--- config.mk ---
export PLATFORM = sky130hd
export DESIGN_NAME = cpu7_wbu
export DESIGN_NICKNAME = d
export VERILOG_FILES = /design/src/rtl/cpu7_wbu.sv
export SDC_FILE = /design/constraint.sdc
export NUM_CORES = 1
export LEC_CHECK = 0
export BUFFER_PORTS_ARGS = -buffer_cell sky130_fd_sc_hd__clkbuf_2
export CAP_MARGIN = 10
export CORE_UTILIZATION = 25
export DETAILED_ROUTE_END_ITERATION = 16
export GPL_TIMING_DRIVEN = 0
export SYNTH_ARGS = -nofsm -noshare
export SYNTH_HDL_FRONTEND = slang
export SYNTH_SLANG_ARGS = --single-unit
--- constraint.sdc ---
create_clock -name clk -period 6.77 [get_ports clk]
set_input_delay 0.677 -clock clk [delete_from_list [all_inputs] [get_ports clk]]
set_output_delay 0.677 -clock clk [all_outputs]
set_load 0.02 [all_outputs]
--- src/rtl/cpu7_wbu.sv ---
// Write-back unit: a one-entry WB register feeding the GPR file, forwarding and debug
// ports, plus the exception redirect handshake. The optional retired-instruction
// counter is built only when CPU7_WBU_RETIRE_CNT_EN is defined.
`ifndef GRLEN
`define GRLEN 32
`endif

module cpu7_wbu #(
  parameter int FLUSH_TIMEOUT = 16
) (
  input  logic              clk,
  input  logic              reset,
  input  logic              ex_valid,
  input  logic [`GRLEN-1:0] ex_pc,
  input  logic              ex_rf_wen,
  input  logic [4:0]        ex_rf_target,
  input  logic [`GRLEN-1:0] ex_rf_wdata,
  input  logic              ex_exception,
  input  logic [5:0]        ex_exccode,
  output logic              ex_ready,
  output logic              rf_wen,
  output logic [4:0]        rf_waddr,
  output logic [`GRLEN-1:0] rf_wdata,
  output logic              fwd_valid,
  output logic [4:0]        fwd_target,
  output logic [`GRLEN-1:0] fwd_data,
  output logic              flush_req,
  output logic [`GRLEN-1:0] flush_epc,
  output logic [5:0]        flush_exccode,
  input  logic              flush_ack,
  output logic [`GRLEN-1:0] debug0_wb_pc,
  output logic              debug0_wb_rf_wen,
  output logic [4:0]        debug0_wb_rf_wnum,
  output logic [`GRLEN-1:0] debug0_wb_rf_wdata,
  output logic [63:0]       retire_cnt,
  output logic              fsm_state
);

  // Handshake: a result transfers on every rising edge where ex_valid and ex_ready
  // are both 1; ex_ready is 1 whenever reset is low, so the EXU never stalls here.

  typedef enum logic {
    RUN        = 1'b0,
    FLUSH_WAIT = 1'b1
  } state_t;

  localparam logic [7:0] TIMEOUT_LAST = 8'(FLUSH_TIMEOUT - 1);

  state_t              state, state_next;
  logic [7:0]          wait_cnt, wait_cnt_next;
  logic                flush_req_next;
  logic                accept, load_wb, take_exc;

  logic                wb_valid;
  logic                wb_wen;
  logic [`GRLEN-1:0]   wb_pc;
  logic [4:0]          wb_target;
  logic [`GRLEN-1:0]   wb_wdata;

  assign ex_ready = ~reset;
  assign accept   = ex_valid & ex_ready;
  // Results arriving while a redirect is outstanding are swallowed.
  assign load_wb  = accept & (state == RUN);
  assign take_exc = load_wb & ex_exception;

  always_comb begin
    state_next     = state;
    wait_cnt_next  = wait_cnt;
    flush_req_next = 1'b0;
    case (state)
      RUN: begin
        if (take_exc) begin
          state_next     = FLUSH_WAIT;
          wait_cnt_next  = '0;
          flush_req_next = 1'b1;
        end
      end
      FLUSH_WAIT: begin
        // An ack beats a simultaneous timeout: no redundant re-pulse.
        if (flush_ack) begin
          state_next    = RUN;
          wait_cnt_next = '0;
        end else if (wait_cnt == TIMEOUT_LAST) begin
          wait_cnt_next  = '0;
          flush_req_next = 1'b1;
        end else begin
          wait_cnt_next = wait_cnt + 8'd1;
        end
      end
      default: begin
        state_next    = RUN;
        wait_cnt_next = '0;
      end
    endcase
  end

  always_ff @(posedge clk or posedge reset) begin
    if (reset) begin
      state     <= RUN;
      wait_cnt  <= '0;
      flush_req <= 1'b0;
    end else begin
      state     <= state_next;
      wait_cnt  <= wait_cnt_next;
      flush_req <= flush_req_next;
    end
  end

  always_ff @(posedge clk or posedge reset) begin
    if (reset) begin
      flush_epc     <= '0;
      flush_exccode <= '0;
    end else if (take_exc) begin
      flush_epc     <= ex_pc;
      flush_exccode <= ex_exccode;
    end
  end

  // The whole WB entry clears when nothing is loaded, so debug and forwarding
  // ports read as zero in idle and discard cycles.
  always_ff @(posedge clk or posedge reset) begin
    if (reset) begin
      wb_valid  <= 1'b0;
      wb_wen    <= 1'b0;
      wb_pc     <= '0;
      wb_target <= '0;
      wb_wdata  <= '0;
    end else if (load_wb) begin
      wb_valid  <= 1'b1;
      wb_wen    <= ex_rf_wen & (ex_rf_target != 5'd0) & ~ex_exception;
      wb_pc     <= ex_pc;
      wb_target <= ex_rf_target;
      wb_wdata  <= ex_rf_wdata;
    end else begin
      wb_valid  <= 1'b0;
      wb_wen    <= 1'b0;
      wb_pc     <= '0;
      wb_target <= '0;
      wb_wdata  <= '0;
    end
  end

  assign rf_wen             = wb_valid & wb_wen;
  assign rf_waddr           = wb_target;
  assign rf_wdata           = wb_wdata;
  assign fwd_valid          = wb_valid & wb_wen;
  assign fwd_target         = wb_target;
  assign fwd_data           = wb_wdata;
  assign debug0_wb_pc       = wb_pc;
  assign debug0_wb_rf_wen   = wb_valid & wb_wen;
  assign debug0_wb_rf_wnum  = wb_target;
  assign debug0_wb_rf_wdata = wb_wdata;
  assign fsm_state          = state;

`ifdef CPU7_WBU_RETIRE_CNT_EN
  // Excepting instructions occupy the WB entry too, so they are counted.
  always_ff @(posedge clk or posedge reset) begin
    if (reset) begin
      retire_cnt <= '0;
    end else if (wb_valid) begin
      retire_cnt <= retire_cnt + 64'd1;
    end
  end
`else
  assign retire_cnt = '0;
`endif

endmodule

==> results of run 1 <==
-- layer usage --
layer | GRT usage | vias up
li1 | - | 2063
met1 | 0.152 | 1933
met2 | 0.244 | 166
met3 | 0.0413 | 9
met4 | 0.0402 | 0
met5 | 0 | -
-- state kept, by name, summed over array words and instances, names as in the netlist --
signal / flops
debug0_wb_pc: 32
debug0_wb_rf_wdata: 32
flush_epc: 32
wait_cnt: 8
flush_exccode: 6
debug0_wb_rf_wnum: 5
flush_req: 1
fsm_state: 1
wb_valid: 1
wb_wen: 1
-- area by class of cell --
type                       instances  area [um2]
buffer                           156        1150
multi-input combinational        294        1390
fill                            2074       12700
timing repair buffer             268        1360
clock inverter                     9         123
inverter                           1        8.76
tap                              270         338
clock buffer                      23         478
sequential                       119        2980
-- kinds of logic after synthesis --
| kind of cell | count (synthesis) | synth area share |
|---|---|---|
| AOI/OAI and AO/OA | 13 | 0.0147 |
| xor gates and xnor gates | 4 | 0.00663 |
| adders and majority gates | 1 | 0.00237 |
| buffers and inverters | 157 | 0.218 |
| DFF | 119 | 0.564 |
| other | 1 | 0.000710 |
| and+or+nand+nor | 212 | 0.194 |
-- power by group through the flow --
stage	clock network [W]	logic (W)	registers [W]
after global routing	0.000978	0.000435	0.000825
after detailed placement	0	0.000408	0.000828
after global placement	0	0.000401	0.000826
after floorplan	0	0.000186	0.000902
after CTS	0.000940	0.000409	0.000817
final	0.000913	0.000401	0.000816
-- how the worst max path moves through the flow --
| stage | start | to | slack [ns] | cells past startpoint |
|---|---|---|---|---|
| 2_1_floorplan | reset | debug0_wb_pc[0] | 2.78 | 1 |
| 3_3_place_gp | reset | ex_ready | 1.04 | 3 |
| 3_5_place_dp | reset | ex_ready | 4.14 | 4 |
| 4_1_cts | reset | ex_ready | 4.14 | 4 |
| 5_1_grt | reset | ex_ready | 4.08 | 4 |
| 6_report | reset | ex_ready | 4.25 | 4 |
-- Yosys cell counts (3+ instances only) --
cell type    n
nand2_1    121
o21ai_0      6
nor2_1       7
dfrtp_1    119
xor2_1       4
buf_2        5
buf_4      140
and2_1      70
a21oi_1      3
buf_6        4
clkbuf_1     7
-- stage by stage --
stage | hold slack, ns | area, um2 | cells | total power [W]
finish | 0.374 | 7830 | 1140 | 0.00213
floorplan | 0.498 | 5520 | 570 | 0.00109
global route | 0.413 | 7830 | 1140 | 0.00224
detailed placement | 0.461 | 7230 | 1108 | 0.00124
global placement | 0.459 | 7190 | 1107 | 0.00123
CTS | 0.402 | 7830 | 1140 | 0.00217
==> out/metrics.cfg, run 1 <==
[run_status]
status = complete, no violations

[die]
initial_utilization = 0.258
fp.dieArea_um2 = 21700
die_h_um = 147
fp.dieW_um = 147
core.rowCount = 52
pin_count = 332
core_um2 = 20500

[power]
leakagePower_nw = 4.70
ir_drop_v = 0.000154
pwr-share-seq = 0.383
pwr-share-clk = 0.429
internal_power_w = 0.00153
p_comb_frac = 0.188
p_per_area_nw_per_um2 = 272
switchingPower_w = 0.000599
swShare = 0.281

[clock_network]
path_clk_slew_ns = 0.05
htree_levels = 4
ctsResizeCount = 0
clockRootBuffer = clkbuf_16
clkLatencyLatePin_ns = 0.40
post-cts-setup-buffers = 0
cts_made_buffers = 17
clk_path_buf_depth = 2
cts_sinks = 119
cts_tree = done
hold_buffers = 0

[worst_setup_path]
cp-start-kind = primary input
slowest_delay_ns = 0.42
r2r_slack_ns = 4.88
reg2reg_from = fsm_state
cp_max_fo = 61
cp_common_cell = clkbuf_2
worst_ep_required_time_ns = 6.09
path_cells = clkbuf_2 -> inv_6 -> buf_16 -> clkbuf_2
critPathBufInv = 4
cp-end-kind = primary output
critical_path_class = primary input to primary output
arrival_ns = 1.85
critical_path.slowest_cell = inv_6
r2r-end = flush_epc[6]
critPathTopFamily = buffers and inverters
rr_worst_depth = 6

[placement]
place_congestion = 0.791
port-buffer-count = 267
place_ws_ns = 4.14
hpwl_mm = 11.2

[timing]
timing.final.crit_period_ns = 2.52
fin_ws_ns = 4.25
hold_viol_final = 0
fin_crit_sh = 0.373
setup_tns_ns = 0
maxSlewViolCount = 0
max_freq_ghz = 0.396
skew_ns = 0.00781
setup_viol = 0
timing.slew.headroom = 0.610
tightest_slew_ns = 0.584
rsz0062_at_grt = false

[detailed_routing]
top_layer_used = met4
post-route-drc-count = 0
routed_wl_mm = 14.5
avgRoutedWirePerCell_um = 12.7
vias = 4171
dr_wl_met2_mm = 7.82
drtAntennaViolNets = 0
wl_met1_mm = 5.70
firstDrtPassIters = 4
routed_via_density = 3.66
wl_met3_um = 874
drtIter0Drc = 71

[synth]
synthArstFlopShare = 1.00
synthCells = 507
synth_warnings = 0
synth_edf_count = 0
synth.avg_cell_area_um2 = 10.4
synth_flop_cell = dfrtp_1
synth_top_area_share = 0.564
synthTopCellsByArea = dfrtp_1, buf_4, nand2_1
syn-cell-area_um2 = 5280
synth_seq_cells = 119
ys_seq_area_frac = 0.564
yosysTopAreaCell = dfrtp_1
synthDistinctLibCells = 28

[grt]
antenna_found_initial = 0
first_global_vias = 3838
grt_max_degree = 62
overflow = 0
grt_usage = 0.135
grt_pass1_wl_mm = 21.9

[finish]
mostFrequentLayoutCell = clkbuf_2
antenna_cells = 0
synthToLayoutAreaGrowth_pct = 48.2
drive_above_1_share = 0.516
final_cell_mix = clkbuf_2, buf_4, nand2_1
fin_nets = 939
fin_util = 0.382

[min_path]
hp-class = primary input to async pin

[flow_run]
maxCapViolCount = 0

(Power assumes the default switching activity.)
==> inputs of run 2 (changes only) <==
clock period = 2.5 ns   (was 6.77 ns; I/O delays follow)
==> out/metrics.cfg, run 2 (synthesis gave the netlist of run 1 again) <==
[run_status]
status = complete, no violations  ; unchanged

[grt]
grt_usage = 0.137  ; was 0.135
first_global_vias = 3900  ; was 3,838
antenna_found_initial = 0  ; unchanged
overflow = 0  ; unchanged
grt_pass1_wl_mm = 21.9  ; about the same
grt_max_degree = 41  ; was 62

[power]
p_comb_frac = 0.191  ; was 0.188
p_per_area_nw_per_um2 = 730  ; was 272 nW/um2
internal_power_w = 0.00410  ; was 0.00153 W
switchingPower_w = 0.00163  ; was 0.000599 W
pwr-share-clk = 0.423  ; was 0.429
leakagePower_nw = 4.71  ; was 4.70 nW
ir_drop_v = 0.000387  ; was 0.000154 V
swShare = 0.285  ; was 0.281
pwr-share-seq = 0.386  ; was 0.383

[timing]
skew_ns = 0.00420  ; was 0.00781 ns
rsz0062_at_grt = false  ; unchanged
setup_viol = 0  ; unchanged
max_freq_ghz = 0.467
setup_tns_ns = 0  ; unchanged
hold_viol_final = 0  ; unchanged
tightest_slew_ns = 0.642  ; was 0.584 ns
maxSlewViolCount = 0  ; unchanged
timing.slew.headroom = 0.572  ; was 0.610
timing.final.crit_period_ns = 2.14
fin_crit_sh = 0.856
whs_ns = 0.0306  ; was 0.374 ns

[detailed_routing]
firstDrtPassIters = 4  ; unchanged
vias = 4209  ; was 4,171
avgRoutedWirePerCell_um = 12.8  ; was 12.7 um
drtAntennaViolNets = 0  ; unchanged
post-route-drc-count = 0  ; unchanged
routed_wl_mm = 14.6  ; was 14.5 mm
routed_via_density = 3.68  ; was 3.66
drtIter0Drc = 62  ; was 71

[worst_setup_path]
cp-end-kind = primary output  ; unchanged
arrival_ns = 1.89  ; was 1.85 ns
slowest_delay_ns = 0.54  ; was 0.42 ns
path_cells = dlygate4sd3_1 -> clkbuf_2 -> clkinvlp_4 -> buf_12 -> buf_12 -> clkbuf_2  ; was clkbuf_2 -> inv_6 -> buf_16 -> clkbuf_2
worst_ep_required_time_ns = 2.25  ; was 6.09 ns
critPathTopFamily = buffers and inverters  ; unchanged
critical_path_class = primary input to primary output  ; unchanged
cp-start-kind = primary input  ; unchanged
critPathBufInv = 6  ; was 4
critical_path.slowest_cell = dlygate4sd3_1  ; was inv_6
cp_max_fo = 40  ; was 61

[placement]
port-buffer-count = 267  ; unchanged
place_area_um2 = 7260  ; was 7230 um2
placedCellCount = 1110  ; was 1,108
place_congestion = 0.733  ; was 0.791
hpwl_mm = 11.4  ; was 11.2 mm

[clock_network]
clkLatencyLatePin_ns = 0.41  ; was 0.40 ns
cts_tree = done  ; unchanged
clockRootBuffer = clkbuf_16  ; unchanged
htree_levels = 4  ; unchanged
cts_made_buffers = 17  ; unchanged
cts_sinks = 119  ; unchanged
post-cts-setup-buffers = 0  ; unchanged
path_clk_slew_ns = 0.06  ; was 0.05 ns
clk_path_buf_depth = 2  ; unchanged

[finish]
multi_input_area_um2 = 1390  ; unchanged
drive_above_1_share = 0.515  ; was 0.516
fin_nets = 942  ; was 939
synthToLayoutAreaGrowth_pct = 48.6  ; was 48.2%
antenna_cells = 0  ; unchanged
mostFrequentLayoutCell = clkbuf_2  ; unchanged
ff_latch_area_um2 = 2980  ; unchanged
fin_util = 0.383  ; was 0.382
final_cell_count_no_fill = 1143  ; was 1,140
fillers = 2115  ; was 2,074
final_area_um2 = 7850  ; was 7830 um2
final_cell_mix = clkbuf_2, buf_4, nand2_1  ; unchanged

[flow_run]
maxCapViolCount = 0  ; unchanged

[min_path]
hp-class = primary input to flip-flop  ; was primary input to async pin

[die]
fp.dieArea_um2 = 21700  ; unchanged
pin_count = 332  ; unchanged
core_um2 = 20500  ; unchanged
core.rowCount = 52  ; unchanged
die_h_um = 147  ; unchanged
initial_utilization = 0.258  ; unchanged
fp.dieW_um = 147  ; unchanged

[run 2: cell count changes in the layout (fill, tap and decap cells not counted)]
cell / delta
clkinvlp_4: +1
inv_6: -1
buf_12: +3
clkbuf_8: -2
clkbuf_1: +1
clkinv_2: +1
buf_16: -1
dlygate4sd3_1: +1
[run 2: path summary, 6_finish.rpt]
kind | start | end | slack [ns] | cells after the start
max in group asynchronous | reset | flush_epc[2] | 1.41 | 5
hold reg to reg | flush_epc[5] | flush_epc[5] | 0.47 | 2
min in group asynchronous | reset | fsm_state | 0.38 | 3
hold / removal | ex_exccode[1] | flush_exccode[1] | 0.03 | 3
setup / recovery | reset | ex_ready | 0.36 | 6
setup reg to reg | fsm_state | flush_epc[9] | 0.50 | 6
[run 2: area by class of cell]
| type | instances | area share |
|---|---|---|
| flip-flops and latches | 119 | 0.379 |
| clock buffers | 22 | 0.0579 |
| multi-input cells | 294 | 0.177 |
| inverters | 1 | 0.000956 |
| clock inverters | 10 | 0.0163 |
| repair buffers | 271 | 0.179 |
| plain buffers | 156 | 0.146 |
| well taps | 270 | 0.0430 |
[run 2: repair_timing]
item                       in CTS  in global routing
hold endpoints to repair        7                  0
resized for setup               0                  0
setup endpoints to repair       0                  0
hold buffers                    1                  0
[run 2: through the flow]
stage | total power [W] | setup WS [ns]
floorplan | 0.00294 | 0.480
global placement | 0.00332 | -1.08
detailed placement | 0.00335 | 0.416
CTS | 0.00583 | 0.296
global route | 0.00602 | 0.197
finish | 0.00573 | 0.360
[run 2: metal layers]
layer / vias up / part of all wire / track usage
met1: 1953 / 0.40 / 0.154
met3: 15 / 0.064 / 0.0481
li1: 2066 / - / -
met5: - / 0 / 0
met2: 175 / 0.53 / 0.239
met4: 0 / 0.014 / 0.0443
[run 2: worst min-delay path, cell delays in order]
cell	delay, ns
clkbuf_2	0.08
nand2_1	0.04
nand2_1	0.04
[run 2: power by group through the flow]
| stage | registers, W | logic, W | clock network [W] |
|---|---|---|---|
| floorplan | 0.00244 | 0.000503 | 0 |
| global placement | 0.00224 | 0.00108 | 0 |
| detailed placement | 0.00224 | 0.00111 | 0 |
| CTS | 0.00221 | 0.00111 | 0.00251 |
| global route | 0.00224 | 0.00119 | 0.00260 |
| finish | 0.00221 | 0.00109 | 0.00242 |
